### config.mk
export PLATFORM = sky130hd
export DESIGN_NAME = xbus_spy_resp
export DESIGN_NICKNAME = d
export VERILOG_FILES = /design/src/rtl/xbus_spy_resp_pkg.sv /design/src/rtl/xbus_spy_resp_sync_edge.sv /design/src/rtl/xbus_spy_resp.sv
export SDC_FILE = /design/constraint.sdc
export NUM_CORES = 1
export LEC_CHECK = 0
export CORE_UTILIZATION = 40
export DETAILED_ROUTE_END_ITERATION = 16
export PLACE_DENSITY = 0.72
export REMOVE_ABC_BUFFERS = 1
export SYNTH_ARGS = -nofsm -noshare
export SYNTH_HDL_FRONTEND = slang
export SYNTH_SLANG_ARGS = --single-unit
### constraint.sdc
create_clock -name clk -period 3.26 [get_ports clk]
set_input_delay 0.652 -clock clk [delete_from_list [all_inputs] [get_ports clk]]
set_output_delay 0.652 -clock clk [all_outputs]
set_load 0.05 [all_outputs]
### src/rtl/xbus_spy_resp_pkg.sv
// Shared xbus constants: responder region base, register offsets, INTSTAT bit
// positions and the transfer FSM encoding.
package xbus_spy_resp_pkg;

   localparam logic [21:0] XBUS_BASE    = 22'o17766000;
   localparam logic [5:0]  OFF_SPY_LAST = 6'o17;
   localparam logic [5:0]  OFF_MODE     = 6'o12;
   localparam logic [5:0]  OFF_INTSTAT  = 6'o40;
   localparam logic [5:0]  OFF_INTEN    = 6'o41;
   localparam logic [5:0]  OFF_ERRSTAT  = 6'o44;

   localparam int INT_ATTN_BIT = 0;
   localparam int INT_ERR_BIT  = 1;

   typedef enum logic [1:0] {
      ST_IDLE = 2'd0,
      ST_BUSY = 2'd1,
      ST_DONE = 2'd2
   } state_t;

   // The responder owns one 64-word window; only the low six bits select a register.
   function automatic logic in_region(input logic [21:0] a);
      return (a[21:6] == XBUS_BASE[21:6]);
   endfunction

   // MODE sits inside the spy window and shadows that spy index.
   function automatic logic is_spy_off(input logic [5:0] off);
      return (off <= OFF_SPY_LAST) && (off != OFF_MODE);
   endfunction

endpackage

### src/rtl/xbus_spy_resp_sync_edge.sv
// Two-flop synchronizer for an asynchronous level followed by a rising-edge
// detector; rise is high for one clk cycle per synchronized 0->1 transition.
module sync_edge (
   input  logic clk,
   input  logic reset,
   input  logic sig,
   output logic rise
);

   logic meta_r;
   logic sync_r;
   logic prev_r;

   // synchronizer chain plus one history flop for the edge compare
   always_ff @(posedge clk or posedge reset) begin
      if (reset) begin
         meta_r <= 1'b0;
         sync_r <= 1'b0;
         prev_r <= 1'b0;
      end else begin
         meta_r <= sig;
         sync_r <= meta_r;
         prev_r <= sync_r;
      end
   end

   assign rise = sync_r & ~prev_r;

endmodule

### src/rtl/xbus_spy_resp.sv
// Xbus slave for the spy port: wait-stated read/write responder with local
// MODE/INTSTAT/INTEN/ERRSTAT registers and a synchronized attention interrupt.
module xbus_spy_resp
   import xbus_spy_resp_pkg::*;
#(
   parameter int WAIT_STATES = 2
) (
   input  logic        clk,
   input  logic        reset,
   input  logic [21:0] addr,
   input  logic [31:0] datain,
   output logic [31:0] dataout,
   input  logic        req,
   input  logic        write,
   output logic        ack,
   output logic        decode,
   output logic        interrupt,
   input  logic [15:0] spy_in,
   output logic [15:0] spy_out,
   output logic [3:0]  spy_reg,
   output logic        spy_rd,
   output logic        spy_wr,
   input  logic        attn
);

   localparam logic [3:0] CNT_LOAD = 4'(WAIT_STATES - 1);

   state_t      state_r, state_s;
   logic [3:0]  cnt_r, cnt_s;
   logic        load_s, access_s;
   logic [5:0]  off_r, off_s;
   logic        write_r, wr_s;
   logic [15:0] wdata_r;
   logic [15:0] mode_r;
   logic [1:0]  intstat_r, inten_r;
   logic        errstat_r, interrupt_r;
   logic [31:0] dataout_r;
   logic [15:0] spy_out_r;
   logic        spy_wr_r, spy_rd_arm_r, spy_rd_arm_s;
   logic        is_spy_s, is_mode_s, is_intstat_s, is_inten_s, is_errstat_s, unmapped_s;
   logic [15:0] rd_data_s;
   logic        wr_acc_s, err_set_s, attn_rise_s;
   logic [1:0]  int_set_s, int_clr_s;
   logic        unused_s;

   assign unused_s = ^datain[31:16];

   sync_edge u_attn_sync (
      .clk   (clk),
      .reset (reset),
      .sig   (attn),
      .rise  (attn_rise_s)
   );

   // transfer FSM: next state, wait counter and the single access strobe
   always_comb begin
      state_s  = state_r;
      cnt_s    = cnt_r;
      load_s   = 1'b0;
      access_s = 1'b0;
      case (state_r)
         ST_IDLE: begin
            if (req && decode) begin
               state_s = ST_BUSY;
               cnt_s   = CNT_LOAD;
               load_s  = 1'b1;
            end else begin
               state_s = ST_IDLE;
            end
         end
         ST_BUSY: begin
            if (!req) begin
               state_s = ST_IDLE;
               cnt_s   = 4'd0;
            end else if (cnt_r == 4'd0) begin
               state_s  = ST_DONE;
               access_s = 1'b1;
            end else begin
               cnt_s = cnt_r - 4'd1;
            end
         end
         ST_DONE: begin
            if (!req) begin
               state_s = ST_IDLE;
            end else begin
               state_s = ST_DONE;
            end
         end
         default: begin
            state_s = ST_IDLE;
            cnt_s   = 4'd0;
         end
      endcase
   end

   // FSM state and wait counter
   always_ff @(posedge clk or posedge reset) begin
      if (reset) begin
         state_r <= ST_IDLE;
         cnt_r   <= 4'd0;
      end else begin
         state_r <= state_s;
         cnt_r   <= cnt_s;
      end
   end

   // request latch, captured once when a decoded req is accepted in IDLE
   always_ff @(posedge clk or posedge reset) begin
      if (reset) begin
         off_r   <= 6'd0;
         write_r <= 1'b0;
         wdata_r <= 16'd0;
      end else if (load_s) begin
         off_r   <= addr[5:0];
         write_r <= write;
         wdata_r <= datain[15:0];
      end else begin
         off_r   <= off_r;
         write_r <= write_r;
         wdata_r <= wdata_r;
      end
   end

   // register decode of the latched offset and read-data mux
   always_comb begin
      is_spy_s     = is_spy_off(off_r);
      is_mode_s    = (off_r == OFF_MODE);
      is_intstat_s = (off_r == OFF_INTSTAT);
      is_inten_s   = (off_r == OFF_INTEN);
      is_errstat_s = (off_r == OFF_ERRSTAT);
      unmapped_s   = ~(is_spy_s | is_mode_s | is_intstat_s | is_inten_s | is_errstat_s);
      rd_data_s    = 16'd0;
      case (off_r)
         OFF_MODE:    rd_data_s = mode_r;
         OFF_INTSTAT: rd_data_s = {14'd0, intstat_r};
         OFF_INTEN:   rd_data_s = {14'd0, inten_r};
         OFF_ERRSTAT: rd_data_s = {15'd0, errstat_r};
         default: begin
            if (is_spy_s) begin
               rd_data_s = spy_in;
            end else begin
               rd_data_s = 16'd0;
            end
         end
      endcase
   end

   // The spy read strobe is armed one edge early so it covers the final BUSY cycle.
   assign off_s        = load_s ? addr[5:0] : off_r;
   assign wr_s         = load_s ? write : write_r;
   assign spy_rd_arm_s = (state_s == ST_BUSY) && (cnt_s == 4'd0) && is_spy_off(off_s) && !wr_s;

   // status set/clear terms; a set in the same cycle as a W1C clear wins
   always_comb begin
      wr_acc_s  = access_s & write_r;
      err_set_s = access_s & unmapped_s;
      int_set_s = 2'b00;
      int_set_s[INT_ATTN_BIT] = attn_rise_s;
      int_set_s[INT_ERR_BIT]  = err_set_s;
      if (wr_acc_s && is_intstat_s) begin
         int_clr_s = wdata_r[1:0];
      end else begin
         int_clr_s = 2'b00;
      end
   end

   // local registers
   always_ff @(posedge clk or posedge reset) begin
      if (reset) begin
         mode_r    <= 16'd0;
         inten_r   <= 2'b00;
         intstat_r <= 2'b00;
         errstat_r <= 1'b0;
      end else begin
         if (wr_acc_s && is_mode_s) mode_r <= wdata_r;
         if (wr_acc_s && is_inten_s) inten_r <= wdata_r[1:0];
         intstat_r <= (intstat_r & ~int_clr_s) | int_set_s;
         if (err_set_s) begin
            errstat_r <= 1'b1;
         end else if (wr_acc_s && is_errstat_s) begin
            errstat_r <= 1'b0;
         end else begin
            errstat_r <= errstat_r;
         end
      end
   end

   // bus-side and spy-side output registers
   always_ff @(posedge clk or posedge reset) begin
      if (reset) begin
         dataout_r    <= 32'd0;
         spy_out_r    <= 16'd0;
         spy_wr_r     <= 1'b0;
         spy_rd_arm_r <= 1'b0;
         interrupt_r  <= 1'b0;
      end else begin
         spy_rd_arm_r <= spy_rd_arm_s;
         spy_wr_r     <= wr_acc_s & is_spy_s;
         interrupt_r  <= |(intstat_r & inten_r);
         if (wr_acc_s && is_spy_s) spy_out_r <= wdata_r;
         if (access_s) begin
            dataout_r <= write_r ? 32'd0 : {16'd0, rd_data_s};
         end else if (state_s != ST_DONE) begin
            dataout_r <= 32'd0;
         end else begin
            dataout_r <= dataout_r;
         end
      end
   end

   assign decode    = in_region(addr);
   assign ack       = (state_r == ST_DONE);
   assign dataout   = dataout_r;
   assign spy_out   = spy_out_r;
   assign spy_reg   = off_r[3:0];
   assign spy_wr    = spy_wr_r;
   // gated by req so a transfer aborted in its last BUSY cycle never strobes the spy
   assign spy_rd    = spy_rd_arm_r & req;
   assign interrupt = interrupt_r;

endmodule

==> metrics.txt, run 1 <==
status=completed; gp weighted congestion=0.806; fmax=328 MHz; row cnt=35; Yosys top cell area share=55.9%; Setup WS pre-CTS=0.201 ns; CTS Buf Count=9; RSZ-0062 raised after global routing=no; WP data required=2.61 ns; final setup fails=0; FILL cells=812; Final HPWL DP=5970 microns; # hold bufs at CTS=0; Critical Path AT=2.40 ns; placed cell count=524; Adder-Cell Fraction of Synth Area=0.317%; antenna cell count=0; Mean Syn Cell Area=12.9 sq um; most common cell in the netlist=dfrtp_1; ys flop type=dfrtp_1; Post-Syn Area=3940 sq um; Setup crit start kind=primary input; Final ANT Viol Nets=0; Area after DPL=5040 sq um; Via density=4.97; worst-path maximum fanout=5; Setup Fix Bufs, Post-CTS=0; Switching Fraction=22.2%; Port Buffers=99; P_leak=2.45 nW; hold crit path type=register to register; flop-to-flop setup slack=1.09 ns; initial DRC count=97; Pre-Repair DR Iteration Count=4; period utilization=93.5%; largest net degree at the start of global routing=55; Post-synth ARST share=100%; post-synthesis mux area share=20.9%; drt wl/cell=15.7 microns; Power per Cell Area=390 nW/um^2; first-pass GRT wire length=14000 microns; clock network fraction of total power=39.1%; Starting Density=42.1%; vias in the first global route=2827; Clock transition at path regs=0.09 ns; Hold WS=0.361 ns; Multi-input gate area=1590 sq um; WL final=8440 microns; Fin Setup TNS=0 ns; Non-Filler Instances=539; FF+latch area=2200 sq um; clock root buffer=clkbuf_8; DIE AREA=10300 sq um; crit path capture type=output pin; Chip Height=101 microns; Logic pwr share=7.4%; IO Pins=132; final non-filler cell area=5250 sq um; Yosys cell types=49; Setup Skew=0.00767 ns; Core Box Area=9370 sq um; die width=101 microns; final net count=482; Pint=1.59 mW; total gr overflow=0; YS warnings=0; kind of critical path=primary input to output pin; Fin. Hold Viols=0; Slew Viols, Final=0; sequential share of the synthesized area=55.9%; Max-Cap Viols=0; sequential power share=53.5%; Slew headroom=50.1%; Worst-Skew Late Latency=0.34 ns; DRC Markers=0; peak supply drop=276 uV; number of synthesized flops with an enable pin=0; proportion of layout cells with a drive suffix above 1=8.29%; Overall Global Routing Usage=17.9%; Synth Area in XOR/XNOR=0%; CTS H-tree depth=3; CTS max path bufs=2; vias post-DR=2680; Synth Register Bits=88; final critical-path setup slack=0.211 ns; worst-margin pin slew=0.749 ns; compound-gate portion of the synthesized area=6.35%; Simple-Gate Fraction of Synth Area=10.6%; P&R area growth vs syn=33.1%; Final min period=3.05 ns; Post-CTS Resized=0; antenna violations before repair=0; Syn Inst Count=306; CTS tree=built; main area contributors after synthesis=dfrtp_1 56%, mux2_1 16%, mux2i_1 4.6%, buf_4 4.2%, o21ai_1 1.9%; Yosys top cell by area=dfrtp_1; largest family of logic cells by synthesized area=multiplexers; Clock Sinks=88; commonest cells in the netlist=88 x dfrtp_1, 55 x mux2_1, 22 x buf_4; Switch Pwr=454 uW
worst max-delay path, cell delays in order:
cell and delay (ns):
clkdlybuf4s50_1 0.42, or4b_1 0.50, or4_4 0.58, inv_2 0.11, buf_12 0.14
metal layers:
layer  wire, microns  GRT usage (%)
met4             118           5.02
met5               0              0
met2            4200           29.9
met3             557           6.69
met1            3570           21.9
through the flow:
stage / power, mW / util, %
floorplan: 1.19 / -
global placement: 1.27 / 53.8
detailed placement: 1.27 / 53.8
CTS: 2.07 / 56.0
global route: 2.14 / 56.0
finish: 2.05 / 56.0
layout make-up:
class	instances	area share (%)
clock inverter	5	1.55
clock buffer	10	2.43
inverter	6	0.453
tap	129	3.08
timing repair buffer	106	20.3
multi-input combinational	195	30.2
sequential	88	42.0
layout by cell type, fill, tap and decap left out, types with 3 or more instances in the layout:
cell             instances
nand4_1                  4
clkbuf_8                 9
a22o_1                   4
nand2b_1                 3
inv_1                    4
mux2i_1                 18
o32ai_1                  3
buf_4                    6
nor2b_1                  6
mux2_1                  55
nand4b_1                 3
nor3_1                   3
conb_1                  16
a21oi_1                  5
a21o_1                   3
nand2_1                 15
clkdlybuf4s50_1         98
o21ai_1                 15
dfrtp_1                 88
nor2_1                   8
cells by family after synthesis:
kind of cell	Yosys count
AND/OR/NAND/NOR	65
adder cells (fa/ha/maj)	1
AO/OA/AOI/OAI	38
multiplexers	75
flip-flops	88
other	1
buffers and inverters	38
flip-flops by register name (all words and copies together) (netlist names), 2 cells and up:
register / flops
intstat_r: 2
dataout: 16
off_r: 6
state_r: 2
spy_out: 16
mode_r: 16
inten_r: 2
cnt_r: 4
wdata_r: 16
worst paths after layout:
| check | start | depth (start not counted) | end |
|---|---|---|---|
| min in group asynchronous | reset | 2 | spy_wr$_DFF_PP0_ |
| hold reg to reg | u_attn_sync.meta_r$_DFF_PP0_ | 0 | u_attn_sync.sync_r$_DFF_PP0_ |
| setup / recovery | addr[6] | 5 | decode |
| setup reg to reg | off_r[0]$_DFF_PP0_ | 5 | dataout[0]$_DFFE_PP0P_ |
| max in group asynchronous | reset | 3 | state_r[1]$_DFF_PP0_ |
| hold / removal | u_attn_sync.meta_r$_DFF_PP0_ | 0 | u_attn_sync.sync_r$_DFF_PP0_ |
power by group through the flow:
stage / clock (mW) / combinational (mW) / sequential (mW)
2_1_floorplan: 0 / 0.0690 / 1.12
3_3_place_gp: 0 / 0.151 / 1.12
3_5_place_dp: 0 / 0.153 / 1.12
4_1_cts: 0.823 / 0.154 / 1.09
5_1_grt: 0.875 / 0.165 / 1.10
6_report: 0.800 / 0.152 / 1.09
No activity file was read; power rests on OpenSTA's default activity.
==> inputs of run 2 (changes only) <==
ABC_AREA = 1   (was not set)
CORE_ASPECT_RATIO = 2   (was not set)
PLACE_DENSITY = 0.7   (was 0.72)
SLEW_MARGIN = 0   (was not set)
==> run 2 against run 1 <==
Net effect:
- non-clock buffer count unchanged
- global-route usage up 1.1 points
- wire length up 18%
- critical path type unchanged
- sequential cell count unchanged
- synthesized cell count up 69%
- total power up 5.2%
- highest routed layer unchanged
- sequential share of layout area down 2.2 points
- register-to-register slack better by 0.12 ns
- critical endpoint unchanged
==> metrics.txt, run 2 <==
sequential power share=51.0%; Post-synth ARST share=100%; Final Util=53.2%; RSZ-0062 raised after global routing=no; most frequent cells in the layout=170 x nand2_1, 97 x clkdlybuf4s50_1, 88 x dfrtp_1; WL final=9950 microns; CTS tree=built; Yosys top cell area share=51.7%; most common cell in the netlist=nand2_1; sequential share of the synthesized area=51.7%; Switch Pwr=477 uW; status=completed; commonest non-fill, non-tap cell in the layout=nand2_1; YS warnings=0; Final min period=2.59 ns; clock root buffer=clkbuf_16; kind of critical path=primary input to output pin; Port Buffers=99; Clock Sinks=88; final non-filler cell area=5530 sq um; GR peak layer=met2; Logic pwr share=7.5%; Hold WS=0.347 ns; compound-gate portion of the synthesized area=12.5%; die width=74.9 microns; DIE AREA=11100 sq um; ys flop type=dfrtp_1; Core Box Area=10400 sq um; Global Route met3 Usage=3.54%; # hold bufs at CTS=0; commonest cells in the netlist=170 x nand2_1, 88 x dfrtp_1, 56 x inv_1; CTS max path bufs=2; Fin. Hold Viols=0; vias in the first global route=3538; Pint=1.68 mW; first-pass GRT wire length=15800 microns; M1 GR Usage=20.1%; hold crit path type=register to register; Clock transition at path regs=0.06 ns; Fin Setup TNS=0 ns; final net count=690; Power per Cell Area=389 nW/um^2; Pre-Repair DR Iteration Count=4; vias post-DR=3543; Critical Path AT=1.94 ns; gp weighted congestion=0.857; period utilization=79.6%; row cnt=53; Setup crit start kind=primary input; Mean Syn Cell Area=8.22 sq um; P_leak=2.72 nW; Simple-Gate Fraction of Synth Area=24.1%; Overall Global Routing Usage=19.1%; drt wl/cell=13.2 microns; Yosys cell types=31; P&R area growth vs syn=30.0%; IO Pins=132; Max-Cap Viols=0; worst-path maximum fanout=4; GRT met2 Usage=34.3%; DRC Markers=0; Post-Syn Area=4260 sq um; Switching Fraction=22.1%; main area contributors after synthesis=dfrtp_1 52%, nand2_1 15%, inv_1 4.9%, o21ai_0 4.6%, buf_4 4.1%; largest family of logic cells by synthesized area=simple AND/OR/NAND/NOR gates; clock network fraction of total power=41.5%; Syn Inst Count=518; Synth Register Bits=88; number of synthesized flops with an enable pin=0; Yosys top cell by area=dfrtp_1; Post-CTS Resized=0; fmax=386 MHz; post-synthesis mux area share=0%; Area after DPL=5280 sq um; antenna violations before repair=0; crit path capture type=output pin; WP data required=2.61 ns; Adder-Cell Fraction of Synth Area=0.294%; Chip Height=148 microns; Setup Fix Bufs, Post-CTS=0; flop-to-flop setup slack=1.21 ns; peak supply drop=260 uV; CTS Buf Count=9; initial DRC count=149; final setup fails=0; Worst-Skew Late Latency=0.33 ns; Slew Viols, Final=0; Setup Skew=0.00622 ns; largest net degree at the start of global routing=41; Final HPWL DP=7500 microns; Slew headroom=50.6%; total gr overflow=0; Starting Density=40.9%; worst-margin pin slew=0.739 ns; Final ANT Viol Nets=0; Synth Area in XOR/XNOR=0%; CTS H-tree depth=3; antenna cell count=0; Via density=4.69; proportion of layout cells with a drive suffix above 1=9.22%
run 2: changes by cell type after synthesis, sizes merged, moves of 5 or more:
cell   before  now
nand2      15  176
mux2       57    0
o21ai      16   69
inv         6   58
nor2        8   38
mux2i      18    0
nand3       2   15
a21oi       5   17
nand4       4   10
nor2b       6    0
buf        27   32
run 2: layout make-up:
class | count | area, sq um
clock buffers | 11 | 233
clock inverters | 4 | 22.5
fillers | 1020 | 4880
inverters | 59 | 224
multi-input cells | 350 | 1630
flip-flops and latches | 88 | 2200
well taps | 137 | 171
repair buffers | 106 | 1050
run 2: final timing paths:
check	startpoint	to	cells after the start
min	u_attn_sync.meta_r$_DFF_PP0_	u_attn_sync.sync_r$_DFF_PP0_	0
max in group asynchronous	reset	u_attn_sync.sync_r$_DFF_PP0_	3
min in group asynchronous	reset	wdata_r[0]$_DFFE_PP0N_	2
max	addr[18]	decode	6
min reg2reg	u_attn_sync.meta_r$_DFF_PP0_	u_attn_sync.sync_r$_DFF_PP0_	0
max reg2reg	cnt_r[0]$_DFF_PP0_	spy_out[4]$_DFFE_PP0P_	11
run 2: metrics by stage:
| stage | setup slack (ns) | instances | power (mW) |
|---|---|---|---|
| after floorplan | 0.329 | 497 | 1.19 |
| after global placement | 0.638 | 740 | 1.28 |
| after detailed placement | 0.619 | 740 | 1.28 |
| after CTS | 0.649 | 755 | 2.19 |
| after global routing | 0.565 | 755 | 2.24 |
| final | 0.667 | 755 | 2.15 |
run 2: cells by family after synthesis:
group,count (synthesis)
other,1
buffers and inverters,95
adder cells (fa/ha/maj),1
AO/OA/AOI/OAI,91
flip-flops,88
AND/OR/NAND/NOR,242
run 2: power groups by stage:
stage	combinational, mW	sequential, mW	clock (mW)
2_1_floorplan	0.0734	1.12	0
3_3_place_gp	0.161	1.12	0
3_5_place_dp	0.164	1.12	0
4_1_cts	0.164	1.10	0.923
5_1_grt	0.177	1.10	0.966
6_report	0.162	1.10	0.893
run 2: worst max-delay path, cell delays in order:
cell and delay (ns):
clkdlybuf4s50_1 0.48, nand2_1 0.06, nor2_1 0.11, nand2_1 0.10
nor2_1 0.27, buf_4 0.26
run 2: routing by layer:
metal | routed length, microns | up-vias
li1 | - | 1786
met4 | 320 | 0
met5 | 0 | -
met1 | 3760 | 1638
met3 | 521 | 21
met2 | 5350 | 98
==> inputs of run 3 (changes only) <==
PLACE_DENSITY = 0.73   (was 0.7)
clock period = 2.1 ns   (was 3.26 ns; I/O delays follow)
==> run 3 against run 2 <==
Net effect:
- die area stayed put
- highest routed layer unchanged
- sequential power up 55%
- worst hold slack got worse by 0.0093 ns
- critical endpoint is now spy_reg[2]
- largest cell class unchanged
- global-route usage grew 0.81 points
- via count grew 3.2%
==> metrics.txt, run 3 (same netlist as run 2, synthesis figures left out) <==
worst-margin pin slew=0.609 ns; Final ANT Viol Nets=0; crit path capture type=output pin; WL final=10400 microns; Slew headroom=59.4%; P_leak=2.81 nW; first-pass GRT wire length=16600 microns; # hold bufs at CTS=0; Max-Cap Viols=0; final net count=701; IO Pins=132; FF+latch area=2200 sq um; initial DRC count=122; peak supply drop=555 uV; row cnt=53; met3 WL=541 microns; Port Buffers=99; CP Buf/Inv Count=1; Overall Global Routing Usage=19.9%; FILL cells=979; RSZ-0062 raised after global routing=no; antenna cell count=0; worst-path maximum fanout=6; CTS Buf Count=9; Crit path largest cell delay=0.84 ns; final non-filler cell area=5700 sq um; vias post-DR=3657; kind of critical path=register to output pin; Fin. Hold Viols=0; critical path's top delay family=buffers and inverters; met2 routed WL=5500 microns; Fin Setup TNS=0 ns; Power per Cell Area=614 nW/um^2; gp weighted congestion=0.825; Clock Sinks=88; Via density=4.77; Final min period=2.04 ns; Final HPWL DP=7850 microns; commonest non-fill, non-tap cell in the layout=nand2_1; Post-CTS Resized=0; Tot Pwr=3.50 mW; Max Used Layer=met4; DRC Markers=0; Cell Chain, Critical Path=clkdlybuf4s50_1; fmax=491 MHz; CTS H-tree depth=3; Critical Path AT=1.62 ns; vias in the first global route=3692; period utilization=97.0%; Non-Filler Instances=766; Setup Fix Bufs, Post-CTS=0; final setup fails=0; Slowest cell on crit path=clkdlybuf4s50_1; placed cell count=751; Setup crit start kind=register; drt wl/cell=13.5 microns; Worst-Skew Late Latency=0.33 ns; total gr overflow=0; most frequent cells in the layout=170 x nand2_1, 94 x clkdlybuf4s50_1, 88 x dfrtp_1; die width=74.9 microns; Chip Height=148 microns; Slew Viols, Final=0; Setup Skew=0.0103 ns; CTS tree=built; Core Box Area=10400 sq um; antenna violations before repair=0; CTS max path bufs=2; Clock transition at path regs=0.06 ns; WP data required=1.68 ns; largest net degree at the start of global routing=51; wl on met1=3900 microns; status=completed; hold crit path type=register to register; Multi-input gate area=1630 sq um; Pre-Repair DR Iteration Count=4; DIE AREA=11100 sq um; Starting Density=40.9%; proportion of layout cells with a drive suffix above 1=11.4%; Area after DPL=5420 sq um; clock root buffer=clkbuf_16; P&R area growth vs syn=34.0%
run 3: cell count changes in the layout (fill, tap and decap cells not counted), sizes merged:
cell           change
clkinvlp           +1
clkbuf             -1
clkdlybuf4s50      -3
buf               +14
clkinv             -1
bufinv             +1
run 3: final timing paths:
kind	startpoint	to	slack, ns	cells after the start
max	off_r[2]$_DFF_PP0_	spy_reg[2]	0.06	1
max reg2reg	cnt_r[0]$_DFF_PP0_	dataout[8]$_DFFE_PP0P_	0.25	10
max in group asynchronous	reset	cnt_r[1]$_DFF_PP0_	1.13	3
min reg2reg	u_attn_sync.meta_r$_DFF_PP0_	u_attn_sync.sync_r$_DFF_PP0_	0.34	0
min	u_attn_sync.meta_r$_DFF_PP0_	u_attn_sync.sync_r$_DFF_PP0_	0.34	0
min in group asynchronous	reset	wdata_r[1]$_DFFE_PP0N_	0.38	2
run 3: power breakdown:
part / internal [mW] / switching [mW] / total [mW]
registers: 1.70 / 0.00353 / 1.70
logic: 0.114 / 0.143 / 0.257
clock network: 0.915 / 0.629 / 1.54
run 3: stage by stage:
stage | setup WS (ns) | hold slack [ns] | utilization, %
3_5_place_dp | -0.0696 | 0.336 | 52.0
6_report | 0.0636 | 0.338 | 54.8
5_1_grt | 0.0302 | 0.355 | 54.8
2_1_floorplan | -0.599 | 0.331 | -
3_3_place_gp | -0.00304 | 0.340 | 52.0
4_1_cts | 0.0513 | 0.342 | 54.8
run 3: area by class of cell:
class                   instances  area share, %
clock inverters                 5           1.03
clock buffers                  10           4.01
well taps                     137           3.01
flip-flops and latches         88           38.6
repair buffers                117           20.8
multi-input cells             350           28.6
inverters                      59           3.93
run 3: metal layers:
layer  up-vias  global-route usage [%]
met2       118                    35.7
li1       1806                       -
met3        32                    3.68
met1      1701                    20.8
met5         -                       0
met4         0                    10.8
